==> src/rtl/seq_det_pkg.sv <==
// Shared types and elaboration-time helpers for the parametrised sequence detector.
// The functions are only ever evaluated on constants to build lookup tables.
package seq_det_pkg;

    typedef enum logic {
        OUT_MEALY,
        OUT_MOORE
    } out_mode_e;

    localparam int MAX_PAT_W = 16;

    // Longest proper prefix of the pattern that is also a suffix of it.
    function automatic int border_len(logic [MAX_PAT_W-1:0] pattern, int width);
        int  best;
        bit  ok;
        best = 0;
        for (int k = 1; k < width; k++) begin
            ok = 1'b1;
            for (int i = 0; i < k; i++) begin
                if (pattern[width-1-i] != pattern[k-1-i]) ok = 1'b0;
            end
            if (ok) best = k;
        end
        return best;
    endfunction

    // Progress after appending bit b to a history whose matched prefix length is p.
    function automatic int next_prog(logic [MAX_PAT_W-1:0] pattern, int width, int p, logic b);
        logic [MAX_PAT_W:0] seq;
        int                 best;
        bit                 ok;
        seq  = '0;
        best = 0;
        for (int j = 0; j < p; j++) seq[j] = pattern[width-1-j];
        seq[p] = b;
        for (int k = 1; k <= p + 1; k++) begin
            ok = 1'b1;
            for (int i = 0; i < k; i++) begin
                if (seq[p+1-k+i] != pattern[width-1-i]) ok = 1'b0;
            end
            if (ok && k <= width) best = k;
        end
        return best;
    endfunction

endpackage

==> src/rtl/seq_detector_param_sat_counter.sv <==
// Saturating up-counter with synchronous clear and a registered all-ones flag.
module sat_counter #(
    parameter int W = 8
) (
    input  logic         clk,
    input  logic         reset,
    input  logic         inc,
    input  logic         clr,
    output logic [W-1:0] count,
    output logic         sat
);

    logic [W-1:0] count_q, count_d;
    logic         sat_q, sat_d;

    always_comb begin
        count_d = count_q;
        if (clr) begin
            count_d = '0;
        end else if (inc && !(&count_q)) begin
            count_d = count_q + 1'b1;
        end
        sat_d = &count_d;
    end

    always_ff @(posedge clk or posedge reset) begin
        if (reset) begin
            count_q <= '0;
            sat_q   <= 1'b0;
        end else begin
            count_q <= count_d;
            sat_q   <= sat_d;
        end
    end

    assign count = count_q;
    assign sat   = sat_q;

endmodule

==> src/rtl/seq_detector_param.sv <==
// Serial pattern detector: progress register walks a constant prefix-match table,
// with selectable Mealy/Moore output, overlap policy and a saturating match count.
module seq_detector_param
    import seq_det_pkg::*;
#(
    parameter int               PAT_W   = 4,
    parameter logic [PAT_W-1:0] PATTERN = 4'b1011,
    parameter int               MOORE   = 0,
    parameter int               OVERLAP = 1,
    parameter int               CNT_W   = 8,
    parameter int               ST_W    = $clog2(PAT_W + 1)
) (
    input  logic             clk,
    input  logic             reset,
    input  logic             xin,
    input  logic             in_valid,
    input  logic             clear,
    output logic             y_out,
    output logic [ST_W-1:0]  new_state,
    output logic [CNT_W-1:0] match_count,
    output logic             count_sat
);

    localparam logic [MAX_PAT_W-1:0] PAT16   = MAX_PAT_W'(PATTERN);
    localparam int                   BORDER  = border_len(PAT16, PAT_W);
    localparam logic [ST_W-1:0]      RESTART = (OVERLAP != 0) ? ST_W'(BORDER) : '0;
    localparam logic [ST_W-1:0]      FULL    = ST_W'(PAT_W);
    localparam out_mode_e            MODE    = (MOORE != 0) ? OUT_MOORE : OUT_MEALY;
    localparam int                   TBL_N   = 2 ** (ST_W + 1);

    // Indexed by {progress, bit}; entries for unreachable progress values are never selected.
    logic [ST_W-1:0] nxt_tbl [TBL_N];

    for (genvar e = 0; e < TBL_N; e++) begin : g_tbl
        localparam int   P = e / 2;
        localparam logic B = logic'(e % 2);
        if (P < PAT_W) begin : g_live
            assign nxt_tbl[e] = ST_W'(next_prog(PAT16, PAT_W, P, B));
        end else begin : g_dead
            assign nxt_tbl[e] = '0;
        end
    end

    logic [ST_W-1:0] prog_q, prog_d;
    logic            moore_q, moore_d;
    logic [ST_W-1:0] cand;
    logic            step;
    logic            match;

    assign cand  = nxt_tbl[{prog_q, xin}];
    assign step  = in_valid && !clear;
    assign match = step && (cand == FULL);

    always_comb begin
        prog_d  = prog_q;
        moore_d = 1'b0;
        if (clear) begin
            prog_d = '0;
        end else if (in_valid) begin
            prog_d  = match ? RESTART : cand;
            moore_d = match;
        end
    end

    always_ff @(posedge clk or posedge reset) begin
        if (reset) begin
            prog_q  <= '0;
            moore_q <= 1'b0;
        end else begin
            prog_q  <= prog_d;
            moore_q <= moore_d;
        end
    end

    sat_counter #(
        .W(CNT_W)
    ) u_match_cnt (
        .clk  (clk),
        .reset(reset),
        .inc  (match),
        .clr  (clear),
        .count(match_count),
        .sat  (count_sat)
    );

    assign y_out     = (MODE == OUT_MOORE) ? moore_q : match;
    assign new_state = prog_q;

endmodule

==> config.mk <==
export PLATFORM = sky130hd
export DESIGN_NAME = seq_detector_param
export DESIGN_NICKNAME = d
export VERILOG_FILES = /design/src/rtl/seq_det_pkg.sv /design/src/rtl/seq_detector_param_sat_counter.sv /design/src/rtl/seq_detector_param.sv
export SDC_FILE = /design/constraint.sdc
export NUM_CORES = 1
export LEC_CHECK = 0
export BUFFER_PORTS_ARGS = -buffer_cell sky130_fd_sc_hd__buf_2
export CAP_MARGIN = 10
export CORE_MARGIN = 2
export CORE_UTILIZATION = 47
export CTS_CLUSTER_SIZE = 14
export DETAILED_ROUTE_END_ITERATION = 16
export HOLD_SLACK_MARGIN = 0.08
export MAX_ROUTING_LAYER = met4
export PLACE_DENSITY = 0.73
export SYNTH_ARGS = -nofsm -noshare
export SYNTH_HDL_FRONTEND = slang
export SYNTH_SLANG_ARGS = --single-unit
==> constraint.sdc <==
create_clock -name clk -period 2.15 [get_ports clk]
set_clock_uncertainty 0.2 [all_clocks]
set_input_delay 0.1075 -clock clk [delete_from_list [all_inputs] [get_ports clk]]
set_output_delay 0.1075 -clock clk [all_outputs]
set_load 0.005 [all_outputs]
Yosys cells after proc, flatten, opt, wreduce, memory -nomap -nowiden
Memories as Yosys holds them, arrays and structs flattened.
Index checks and enable logic that the tools add are counted.
Widths: inputs -> output; s select.

word-level totals
  RAM bits = 0
  output and inout bits = 13
  register bits after elaboration = 12
  input bits = 5
  bits in latches = 0
  ROM bits = 48
  memories = 1
  logic and storage cells = 23

memory list
  memory            depth  width  read ports  clocked after memory_dff  wr ports  line                      text
  (name not given)  16     3      1           0                         0         seq_detector_param.sv:50  assign cand = nxt_tbl[{prog_q, xin}];

cells by class
  $mul = 0
  reduce and logical (&&, ||, !) cells = 8
  $add $sub $neg = 1
  shift-type cells = 0
  equality and inequality tests = 1
  muxes and demuxes = 7
  bitwise operators = 1
  div/mod/pow operators = 0
  $lt $le $gt $ge = 1

operators by type and width
  cell                 count
  $mux 8               2
  $reduce_and 8->1     2
  $mux 3               5
  $add 8x1->8 const B  1
  $ge 5x5->1 const B   1
  $not 4->5            1
  $eq 3x3->1 const B   1
  $logic_and 1x1->1    3
  $logic_not 1->1      2
  $reduce_bool 2->1    1

Logic depth before layout (Yosys ltp)
Gate-level depths: netlist of the first run.

  word-level depth = 10
  mapped depth = 7
  gate-level depth less buffers = 7

Cells and area by module
Synthesis of the first run repeated with hierarchy kept, for this count alone.

second synthesis, totals
  cells, all modules = 76
  area total of the unflattened synthesis = 750.7 µm²

modules (own cells, without submodules)
  module              cells each  area an instance (µm²)  seq. area each (µm²)  instances
  sat_counter         52          533.0                   225.2                 1
  seq_detector_param  24          217.7                   75.1                  1

Least setup slack after synthesis of the first run
OpenSTA, ideal clock, no wires.

  path kind = reg-to-reg
  start point = register prog_q[0] (netlist: new_state[0])
  end point = register u_match_cnt.sat_q (netlist: u_match_cnt.sat)
  required time = 1.855 ns
  buffers on the path = 0
  period minus slack after synthesis = 2.161 ns
  library setup time = 0.095 ns
  arrival time = 1.866 ns
  stages on the path, launching flop included = 7
  slack = -0.011 ns
  cell sequence = dfrtp_1 ha_1 or3b_4 a2111oi_0 or3_1 o2111ai_1 nor4b_2

between the ends
  cells in the longest elaborated chain, start to end = 10

ends and longest elaborated chain
  item                                       line                                  text
  start, declared                            seq_detector_param.sv:44              logic [ST_W-1:0] prog_q, prog_d;
  start signal, assigned                     seq_detector_param.sv:70              prog_q <= prog_d;
  $not 4->5 (implied by the code)            seq_detector_param.sv:50
  $mem_v2 16x3                               n/a
  $mux 3 (implied by the code) (2 in a row)  seq_detector_param.sv:50
  $eq 3x3->1                                 seq_detector_param.sv:52              assign match = step && (cand == FULL);
  $logic_and 1x1->1                          seq_detector_param.sv:52
  $logic_and 1x1->1                          seq_detector_param_sat_counter.sv:20  end else if (inc && !(&count_q)) begin
  $mux 8                                     seq_detector_param_sat_counter.sv:20
  $mux 8                                     seq_detector_param_sat_counter.sv:18  if (clr) begin
  $reduce_and 8->1                           seq_detector_param_sat_counter.sv:23  sat_d = &count_d;
  named net u_match_cnt.sat_d                seq_detector_param_sat_counter.sv:14  logic sat_q, sat_d;
  end signal, assigned                       seq_detector_param_sat_counter.sv:32  sat_q <= sat_d;
  end, declared                              seq_detector_param_sat_counter.sv:14

The timed path passes the listed nets, and every way through them passes these cells. The select of a mux whose other input is x is not followed.
A chain may end at the register's enable or synchronous reset.

Final worst setup path of the first run
Same ends and word-level chain as after synthesis.

==> results of run 1 <==
stage by stage:
step / setup WS (ns) / cells / area [um2]
after floorplan: 0.00594 / 84 / 882
after global placement: 0.0159 / 132 / 1050
after detailed placement: -0.0405 / 132 / 1050
after CTS: -0.0203 / 138 / 1110
after global routing: -0.189 / 138 / 1130
final: -0.0247 / 138 / 1130
power by group:
| part | total (mW) | switching, mW | internal (mW) |
|---|---|---|---|
| combinational | 0.0505 | 0.0281 | 0.0224 |
| clock | 0.132 | 0.0673 | 0.0645 |
| sequential | 0.230 | 0.00249 | 0.227 |
sequential cells by signal, indices dropped and copies added (netlist names):
register / flops
new_state: 3
u_match_cnt.count: 8
u_match_cnt.sat: 1
logic make-up (layout without fill, tap and decap cells):
group,Yosys count,count (layout),share of synthesized area
adders and majority gates,4,4,0.0586
and+or+nand+nor,34,34,0.307
xor gates and xnor gates,3,3,0.0308
buffers and inverters,10,39,0.0469
DFF,12,12,0.351
muxes,3,3,0.0351
AOI/OAI and AO/OA,18,18,0.170
repair_timing:
action                                  CTS  global route
endpoints found under the setup margin    1             4
buffers inserted                          0             0
hold buffers                              3             0
hold endpoints to repair                 23             0
cloned                                    0             0
pin swaps                                 4             1
resized for setup                         2             2
area by class of cell:
class                   count  area, um2
clock buffers               3       22.5
inverters                   7       26.3
flip-flops and latches     12        300
multi-input cells          62        563
well taps                  25       31.3
repair buffers             29        186
fillers                   150        597
path summary, 6_finish.rpt:
check                                         start                             end  cells after the start  slack, ns
setup / recovery           new_state[0]$_DFFE_PP0P_       u_match_cnt.sat$_DFF_PP0_                      6      -0.02
hold / removal                                  xin        new_state[0]$_DFFE_PP0P_                      5       0.18
setup reg to reg           new_state[0]$_DFFE_PP0P_       u_match_cnt.sat$_DFF_PP0_                      6      -0.02
hold reg to reg            new_state[2]$_DFFE_PP0P_        new_state[2]$_DFFE_PP0P_                      2       0.43
max in group asynchronous                     reset  u_match_cnt.count[3]$_DFF_PP0_                      3       1.25
min in group asynchronous                     reset  u_match_cnt.count[4]$_DFF_PP0_                      3       0.19
cell usage after synthesis (all sizes together):
cell and instances:
nor3b 1, o21ai 3, nand3 4, a31oi 1
dfrtp 12, nor4 1, a21oi 5, nand2b 3
and4 1, nand4 2, ha 4, a41oi 2
a311oi 1, or3b 2, xnor2 3, nand2 3
mux2i 3, nand4b 1, inv 7, o211a 1
a2111oi 1, clkbuf 1, buf 2, nor3 2
or3 2, o22ai 1, nor2 8, o2111ai 1
a211oi 1, o211ai 1, nor4bb 1, and4b 2
nor4b 1
worst max-delay path: stages, from the launching register on:
cell and delay, ns:
dfrtp_1 0.42, ha_4 0.29, or3b_4 0.44, nor4_4 0.34
nand3_1 0.16, o2111ai_2 0.12, nor4b_2 0.07
layer usage:
| layer | global-route usage | share of wire |
|---|---|---|
| met5 | - | 0 |
| met4 | 0.0667 | 0.011 |
| met3 | 0.0353 | 0.022 |
| met2 | 0.353 | 0.52 |
| met1 | 0.248 | 0.45 |
==> results by group, run 1 <==
Worst setup path
  – Crit path required time: around 2.1 ns
  – Crit path launch type: flop
  – Crit Path Category: flop to flop
  – CP Capture Type: flop
  – Arrival @ worst endpoint: around 2.1 ns
  – Crit path max fanout: 4

Clock tree
  – Root buffer cell: clkbuf_4
  – Clock Sinks: 12
  – CTS tree: done
  – Longest Clk Path Bufs: 2
  – Worst-path clk slew: roughly 0.070 ns
  – Clk_lat worst skew: around 0.26 ns
  – CTS H-Tree Depth: 1
  – CTS Buf Count: 3

STA
  – Rel. slew slack: 0.693
  – Final worst setup slack: -0.0247 ns
  – Fmax: 0.460 GHz
  – Crit path time final: 2.17 ns
  – Sum Neg Setup Slack: -0.0247 ns
  – Fin crit share: 1.01
  – Hold Slack: about 0.18 ns
  – RSZ-0062 raised after global routing: true
  – Final Hold Viols: 0
  – Final setup viols: 1
  – Final Max Tran Viols: 0
  – Slew @ Worst Pin: about 0.46 ns

Logic synthesis
  – Mean Syn Cell Area: 10.2 um2
  – Yosys cell types: 38
  – Number of synthesized register bits: 12
  – Cell taking the most area after synthesis: dfrtp_1
  – Seq/Total Area, Yosys: 0.351
  – Synthesized cell area: 855 um2
  – Synth Net Count: 93
  – Syn Inst Count: 84
  – Synth top area cells: dfrtp_1, ha_1, mux2i_1
  – Top-area cell type share of the netlist area: 0.351
  – Synth warnings: 0

Cells and area
  – Share of layout cells above drive strength 1: 0.398
  – Nets@finish: between 100 and 150
  – Antenna diodes: 0
  – Final standard cell utilization of the core: 0.654
  – Commonest non-fill, non-tap cells in the layout: buf_2, dfrtp_1, buf_4
  – Most common cell after layout, fill and taps aside: buf_2
  – Syn-to-layout area delta: 32.2%

Die
  – Die area: 2180 um2
  – Core region area: around 1700 um2
  – Io pins: 18
  – Row cnt: 15
  – Initial Utilization: 0.495
  – Die W: between 40 and 50 um
  – Die height: roughly 47 um

Global route
  – First-pass GRT wire length: approximately 3000 um
  – Total GRT Usage: 0.208
  – Vias in the first global route: 701
  – Gr ovfl total: 0
  – Initial antenna violation count: 0
  – Largest net degree at the start of global routing: 14

Route
  – Avg WL per Cell: between 10 and 15 um
  – Post-route ant nets: 0
  – Routed WL: between 1500 and 2000 um
  – Routed vias: between 700 and 800
  – DRT Pass-1 Iters: 4
  – Initial DRC Count: 8
  – # DRC: 0
  – Routed vias/inst: 5.46

Run status
  – Failing checks: setup timing
  – Status: finished with violations

Pwr
  – Pwr dens: around 360 nW/um2
  – Lkg Pwr: just under 0.6 nW
  – Worst vdd ir: a little over 0.3 mV
  – Total power: a little over 0.4 mW

Placement
  – Port bufs: 17
  – RePlAce Congestion: around 0.8
  – DP HPWL: 1390 um

Worst hold path
  – HP Class: input pin to flop

Job
  – Max cap viols: 0
(Power assumes the default switching activity.)
==> run 2, diff against run 1 <==
--- a/config.mk
+++ b/config.mk
@@ -16,2 +16,3 @@
 export PLACE_DENSITY = 0.73
+export SETUP_SLACK_MARGIN = 0.2
 export SYNTH_ARGS = -nofsm -noshare
--- a/constraint.sdc
+++ b/constraint.sdc
@@ -4,2 +4,2 @@
 set_output_delay 0.1075 -clock clk [all_outputs]
-set_load 0.005 [all_outputs]
+set_load 0.05 [all_outputs]
==> run 2 against run 1 <==
The flow still finishes with violations (setup timing). Clock power grew 36%. Setup slack worse by 0.012 ns. Non-clock buffer count grew 8. Via count is 5.4% higher. Maximum frequency fell by 0.57%. Worst hold slack got worse by 0.069 ns. Global-route usage up 0.50 points. Core utilization is 9.1 points higher. Critical path depth is the same. Largest cell class unchanged.
==> results by group, run 2 (same netlist as run 1, synthesis figures left out) <==
Route
  – Routed vias/inst: approximately 5.4
  – Top Layer Used: met4
  – Wire length on met2: about 1000 um
  – WL met3: ~110 um
  – M1 WL: approximately 1000 um
  – Initial DRC Count: 26
  – Routed vias: 795
  – Avg WL per Cell: 14.7 um
  – # DRC: 0
  – Post-route ant nets: 0
  – DRT Pass-1 Iters: 4
  – Routed WL: around 2200 um

Worst setup path
  – Crit path required time: around 2.1 ns
  – Crit path launch type: flop
  – Crit Path Category: flop to flop
  – Worst r2r src: new_state[0]$_DFFE_PP0P_
  – Crit path max fanout: 4
  – Arrival @ worst endpoint: roughly 2.2 ns
  – FF-to-FF setup slack: -0.04 ns
  – Crit path cell chain: ha_4 -> or3b_4 -> buf_4 -> nor4_4 -> o2111ai_1 -> nor4b_2
  – Max incr delay on CP: roughly 0.44 ns
  – CP Capture Type: flop
  – CP delay by family, top: simple AND/OR/NAND/NOR gates
  – Worst Reg-to-Reg Cells: 6
  – Worst R2R End: u_match_cnt.sat$_DFF_PP0_
  – Worst path bufs/invs: 1
  – Worst path slowest cell: or3b_4

Die
  – Io pins: 18
  – Initial Utilization: 0.495
  – Die area: between 2000 and 2500 um2
  – Die height: between 40 and 50 um
  – Row cnt: 15
  – Die W: around 47 um
  – Core region area: 1730 um2

Placement
  – RePlAce Congestion: about 0.86
  – DP HPWL: about 1400 um
  – Area after DPL: 1040 um2
  – Setup WS pre-CTS: -0.148 ns
  – Placed insts: around 130
  – Port bufs: 17

Clock tree
  – Clk_lat worst skew: between 0.2 and 0.3 ns
  – Clock Sinks: 12
  – CTS Buf Count: 3
  – Root buffer cell: clkbuf_4
  – Longest Clk Path Bufs: 2
  – CTS H-Tree Depth: 1
  – CTS tree: done
  – Worst-path clk slew: around 0.070 ns

Cells and area
  – Syn-to-layout area delta: 50.7%
  – Multi-input gate area: between 600 and 700 um2
  – Antenna diodes: 0
  – Commonest non-fill, non-tap cells in the layout: buf_2, buf_4, inv_1, dfrtp_1, nor2_1
  – Non-filler cells, final: 147
  – Fillers: 126
  – Max FFs per register: 8
  – Final standard cell utilization of the core: 0.746
  – FF+latch area: between 300 and 400 um2
  – Nets@finish: around 130
  – Share of layout cells above drive strength 1: 0.508
  – Most common cell after layout, fill and taps aside: buf_2
  – Fin area: between 1000 and 1500 um2

Global route
  – Vias in the first global route: approximately 700
  – First-pass GRT wire length: between 3000 and 4000 um
  – Largest net degree at the start of global routing: 13
  – Initial antenna violation count: 0
  – Gr ovfl total: 0
  – Total GRT Usage: 0.213

Run status
  – Failing checks: setup timing
  – Status: finished with violations

Pwr
  – Lkg Pwr: between 0.6 and 0.7 nW
  – Worst vdd ir: around 0.36 mV
  – Pwr dens: between 300 and 400 nW/um2
  – Total power: approximately 0.48 mW

Job
  – Max cap viols: 0

STA
  – Final Hold Viols: 0
  – RSZ-0062 raised after global routing: true
  – Hold Slack: ~0.11 ns
  – Crit path time final: 2.19 ns
  – Final setup viols: 1
  – Sum Neg Setup Slack: -0.0372 ns
  – Fmax: about 0.46 GHz
  – Rel. slew slack: 0.676
  – Fin crit share: 1.02
  – Slew @ Worst Pin: roughly 0.49 ns
  – Final worst setup slack: -0.0372 ns
  – Final Max Tran Viols: 0

Worst hold path
  – HP Start: clear
  – Hold path cells: 3
  – Worst min-delay path endpoint: new_state[0]$_DFFE_PP0P_
  – HP Class: input pin to flop
run 2: worst reg2reg max path, cell delays in order (launching register included):
cell and delay [ns]:
dfrtp_2 0.43, ha_4 0.28, or3b_4 0.44, buf_4 0.17, nor4_4 0.17, o2111ai_1 0.16
nor4b_2 0.24
run 2: area by class of cell:
type / instances / area share
well taps: 25 / 0.0243
multi-input cells: 62 / 0.468
clock buffers: 4 / 0.0282
repair buffers: 37 / 0.221
flip-flops and latches: 12 / 0.238
inverters: 7 / 0.0204
run 2: metal layers:
metal  GRT usage  vias to the layer above
met1       0.270                      380
met2       0.319                       19
met4      0.0778                        0
li1            -                      392
met3      0.0627                        4
met5           -                        -
run 2: worst max path at each step:
stage | slack, ns | cells past startpoint | to | start
2_1_floorplan | -0.21 | 6 | u_match_cnt.sat$_DFF_PP0_ | new_state[0]$_DFFE_PP0P_
3_3_place_gp | -0.05 | 6 | u_match_cnt.sat$_DFF_PP0_ | new_state[0]$_DFFE_PP0P_
3_5_place_dp | -0.15 | 6 | u_match_cnt.sat$_DFF_PP0_ | new_state[0]$_DFFE_PP0P_
4_1_cts | -0.02 | 6 | u_match_cnt.sat$_DFF_PP0_ | new_state[0]$_DFFE_PP0P_
5_1_grt | -0.11 | 6 | u_match_cnt.sat$_DFF_PP0_ | new_state[0]$_DFFE_PP0P_
6_report | -0.04 | 6 | u_match_cnt.sat$_DFF_PP0_ | new_state[0]$_DFFE_PP0P_
run 2: timing repair:
action	4_1_cts	5_1_grt
gates cloned	0	0
buffers inserted	0	9
endpoints found under the setup margin	5	9
resized for setup	7	13
hold buffers	3	0
endpoints found under the hold margin	22	0
pin swaps	4	4
run 2: report_power, final:
part           switching, mW  total (mW)  internal, mW
sequential           0.00262       0.230         0.227
clock                 0.0765       0.180         0.103
combinational         0.0405      0.0724        0.0319
total                  0.120       0.482         0.362
==> run 3, diff against run 2 <==
--- a/constraint.sdc
+++ b/constraint.sdc
@@ -4,2 +4,2 @@
 set_output_delay 0.1075 -clock clk [all_outputs]
-set_load 0.05 [all_outputs]
+set_load 0.02 [all_outputs]
==> run 3 against run 2 <==
The run ends with hold timing, setup timing left. Worst hold slack worse by 0.13 ns. Via count stayed put. Count of clock-buffer cells in the layout stayed put. Clock power grew 4%. Setup slack worse by 0.015 ns. First-iteration DRC count fell by 42%. Sequential share of layout area is 1.9 points higher.
==> results by group, run 3 (same netlist as run 1, synthesis figures left out) <==
Route
  – Initial DRC Count: 15
  – DRT Pass-1 Iters: 4
  – Routed vias: around 800
  – Avg WL per Cell: between 15 and 20 um
  – # DRC: 0
  – Routed vias/inst: 5.64
  – Routed WL: roughly 2200 um
  – Post-route ant nets: 0

Die
  – Io pins: 18
  – Die height: around 47 um
  – Initial Utilization: 0.495
  – Die area: between 2000 and 2500 um2
  – Die W: between 40 and 50 um
  – Row cnt: 15
  – Core region area: between 1500 and 2000 um2

Worst setup path
  – Crit. Startpoint: new_state[0]$_DFFE_PP0P_
  – Worst R2R End: u_match_cnt.sat$_DFF_PP0_
  – Arrival @ worst endpoint: ~2.2 ns
  – Crit path launch type: flop
  – Worst Reg-to-Reg Cells: 6
  – FF-to-FF setup slack: -0.05 ns
  – CP Capture Type: flop
  – Crit path required time: 2.13 ns
  – Crit path max fanout: 7
  – Crit Path Category: flop to flop
  – CP Capture Point: u_match_cnt.sat$_DFF_PP0_
  – Worst r2r src: new_state[0]$_DFFE_PP0P_

Placement
  – RePlAce Congestion: 0.842
  – Area after DPL: about 1000 um2
  – Placed insts: around 130
  – Port bufs: 17
  – DP HPWL: approximately 1400 um
  – Setup WS pre-CTS: -0.0665 ns

Clock tree
  – Clock Sinks: 12
  – Root buffer cell: clkbuf_4
  – Clk_lat worst skew: between 0.2 and 0.3 ns
  – CTS tree: done
  – CTS H-Tree Depth: 1
  – Worst-path clk slew: ~0.080 ns
  – Longest Clk Path Bufs: 2
  – CTS Hold Bufs: 2
  – CTS Buf Count: 3

Pwr
  – Lkg Pwr: around 0.59 nW
  – Combinational share of power: 0.118
  – Switching share of power: 0.252
  – Total power: between 0.4 and 0.5 mW
  – Clock power share: 0.395
  – Worst vdd ir: 0.322 mV
  – Pwr dens: about 400 nW/um2
  – Switch Pwr: around 0.12 mW
  – Reg power frac: 0.487
  – Internal Power: 0.354 mW

STA
  – Final Max Tran Viols: 0
  – Crit path time final: ~2.2 ns
  – Final setup viols: 1
  – Hold Slack: -0.0208 ns
  – Fin crit share: 1.02
  – RSZ-0062 raised after global routing: true
  – Sum Neg Setup Slack: -0.0519 ns
  – Rel. slew slack: 0.691
  – Slew @ Worst Pin: 0.463 ns
  – Fmax: 0.454 GHz
  – Final Hold Viols: 5
  – Final worst setup slack: -0.0519 ns

Worst hold path
  – HP Class: input pin to flop

Global route
  – Global routing's busiest layer: met2
  – Vias in the first global route: just over 700
  – Largest net degree at the start of global routing: 14
  – Total GRT Usage: 0.232
  – First-pass GRT wire length: between 3000 and 4000 um
  – GR Layer Usage met3: 0.0627
  – Met2 usage: 0.336
  – Met1 Usage GRT: 0.281
  – Initial antenna violation count: 0
  – Gr ovfl total: 0

Cells and area
  – Syn-to-layout area delta: 37.0%
  – Final standard cell utilization of the core: 0.678
  – Non-filler cells, final: between 100 and 150
  – Fin area: 1170 um2
  – Max FFs per register: 8
  – Antenna diodes: 0
  – Share of layout cells above drive strength 1: 0.448
  – Commonest non-fill, non-tap cells in the layout: buf_2, dfrtp_1, buf_4
  – Nets@finish: approximately 130
  – Most common cell after layout, fill and taps aside: buf_2

Run status
  – Failing checks: hold timing, setup timing
  – Status: finished with violations

Job
  – Max cap viols: 0
run 3: timing repair:
action | in CTS | in global routing
endpoints found under the hold margin | 23 | 10
gates resized for setup | 5 | 3
gates cloned | 0 | 0
endpoints found under the setup margin | 6 | 9
setup buffers | 3 | 1
pin swaps | 3 | 3
run 3: worst min-delay path by stage:
| stage | end | cells past startpoint | slack (ns) | start |
|---|---|---|---|---|
| after detailed placement | u_match_cnt.count[7]$_DFF_PP0_ | 2 | -0.06 | reset |
| final | new_state[1]$_DFFE_PP0P_ | 2 | -0.02 | clear |
| after global placement | new_state[2]$_DFFE_PP0P_ | 2 | -0.06 | reset |
| after floorplan | new_state[1]$_DFFE_PP0P_ | 1 | -0.23 | reset |
| after global routing | u_match_cnt.count[0]$_DFF_PP0_ | 2 | -0.03 | clear |
| after CTS | u_match_cnt.count[0]$_DFF_PP0_ | 2 | -0.03 | clear |
run 3: power groups by stage:
| stage | registers [mW] | logic, mW | clock network [mW] |
|---|---|---|---|
| 2_1_floorplan | 0.237 | 0.0285 | 0 |
| 6_report | 0.230 | 0.0560 | 0.187 |
| 5_1_grt | 0.230 | 0.0600 | 0.203 |
| 3_5_place_dp | 0.235 | 0.0475 | 0 |
| 4_1_cts | 0.230 | 0.0533 | 0.193 |
| 3_3_place_gp | 0.234 | 0.0457 | 0 |
run 3: layout make-up:
cell class | count | area, um2
tap | 25 | 31.3
inverter | 7 | 26.3
multi-input combinational | 62 | 571
timing repair buffer | 31 | 205
sequential | 12 | 302
clock buffer | 4 | 36.3
fill | 135 | 556
run 3: layer usage:
metal / vias up / routed length [um]
met1: 386 / 1020
met3: 7 / 73
li1: 379 / -
met5: - / 0
met2: 23 / 1010
met4: 0 / 65
run 3: critical path, cell delays in order (launching register included):
cell and delay [ns]:
dfrtp_2 0.44, ha_4 0.28, nor3b_2 0.32, o211ai_2 0.23
nor3_2 0.20, xnor2_1 0.12, nor4b_2 0.31
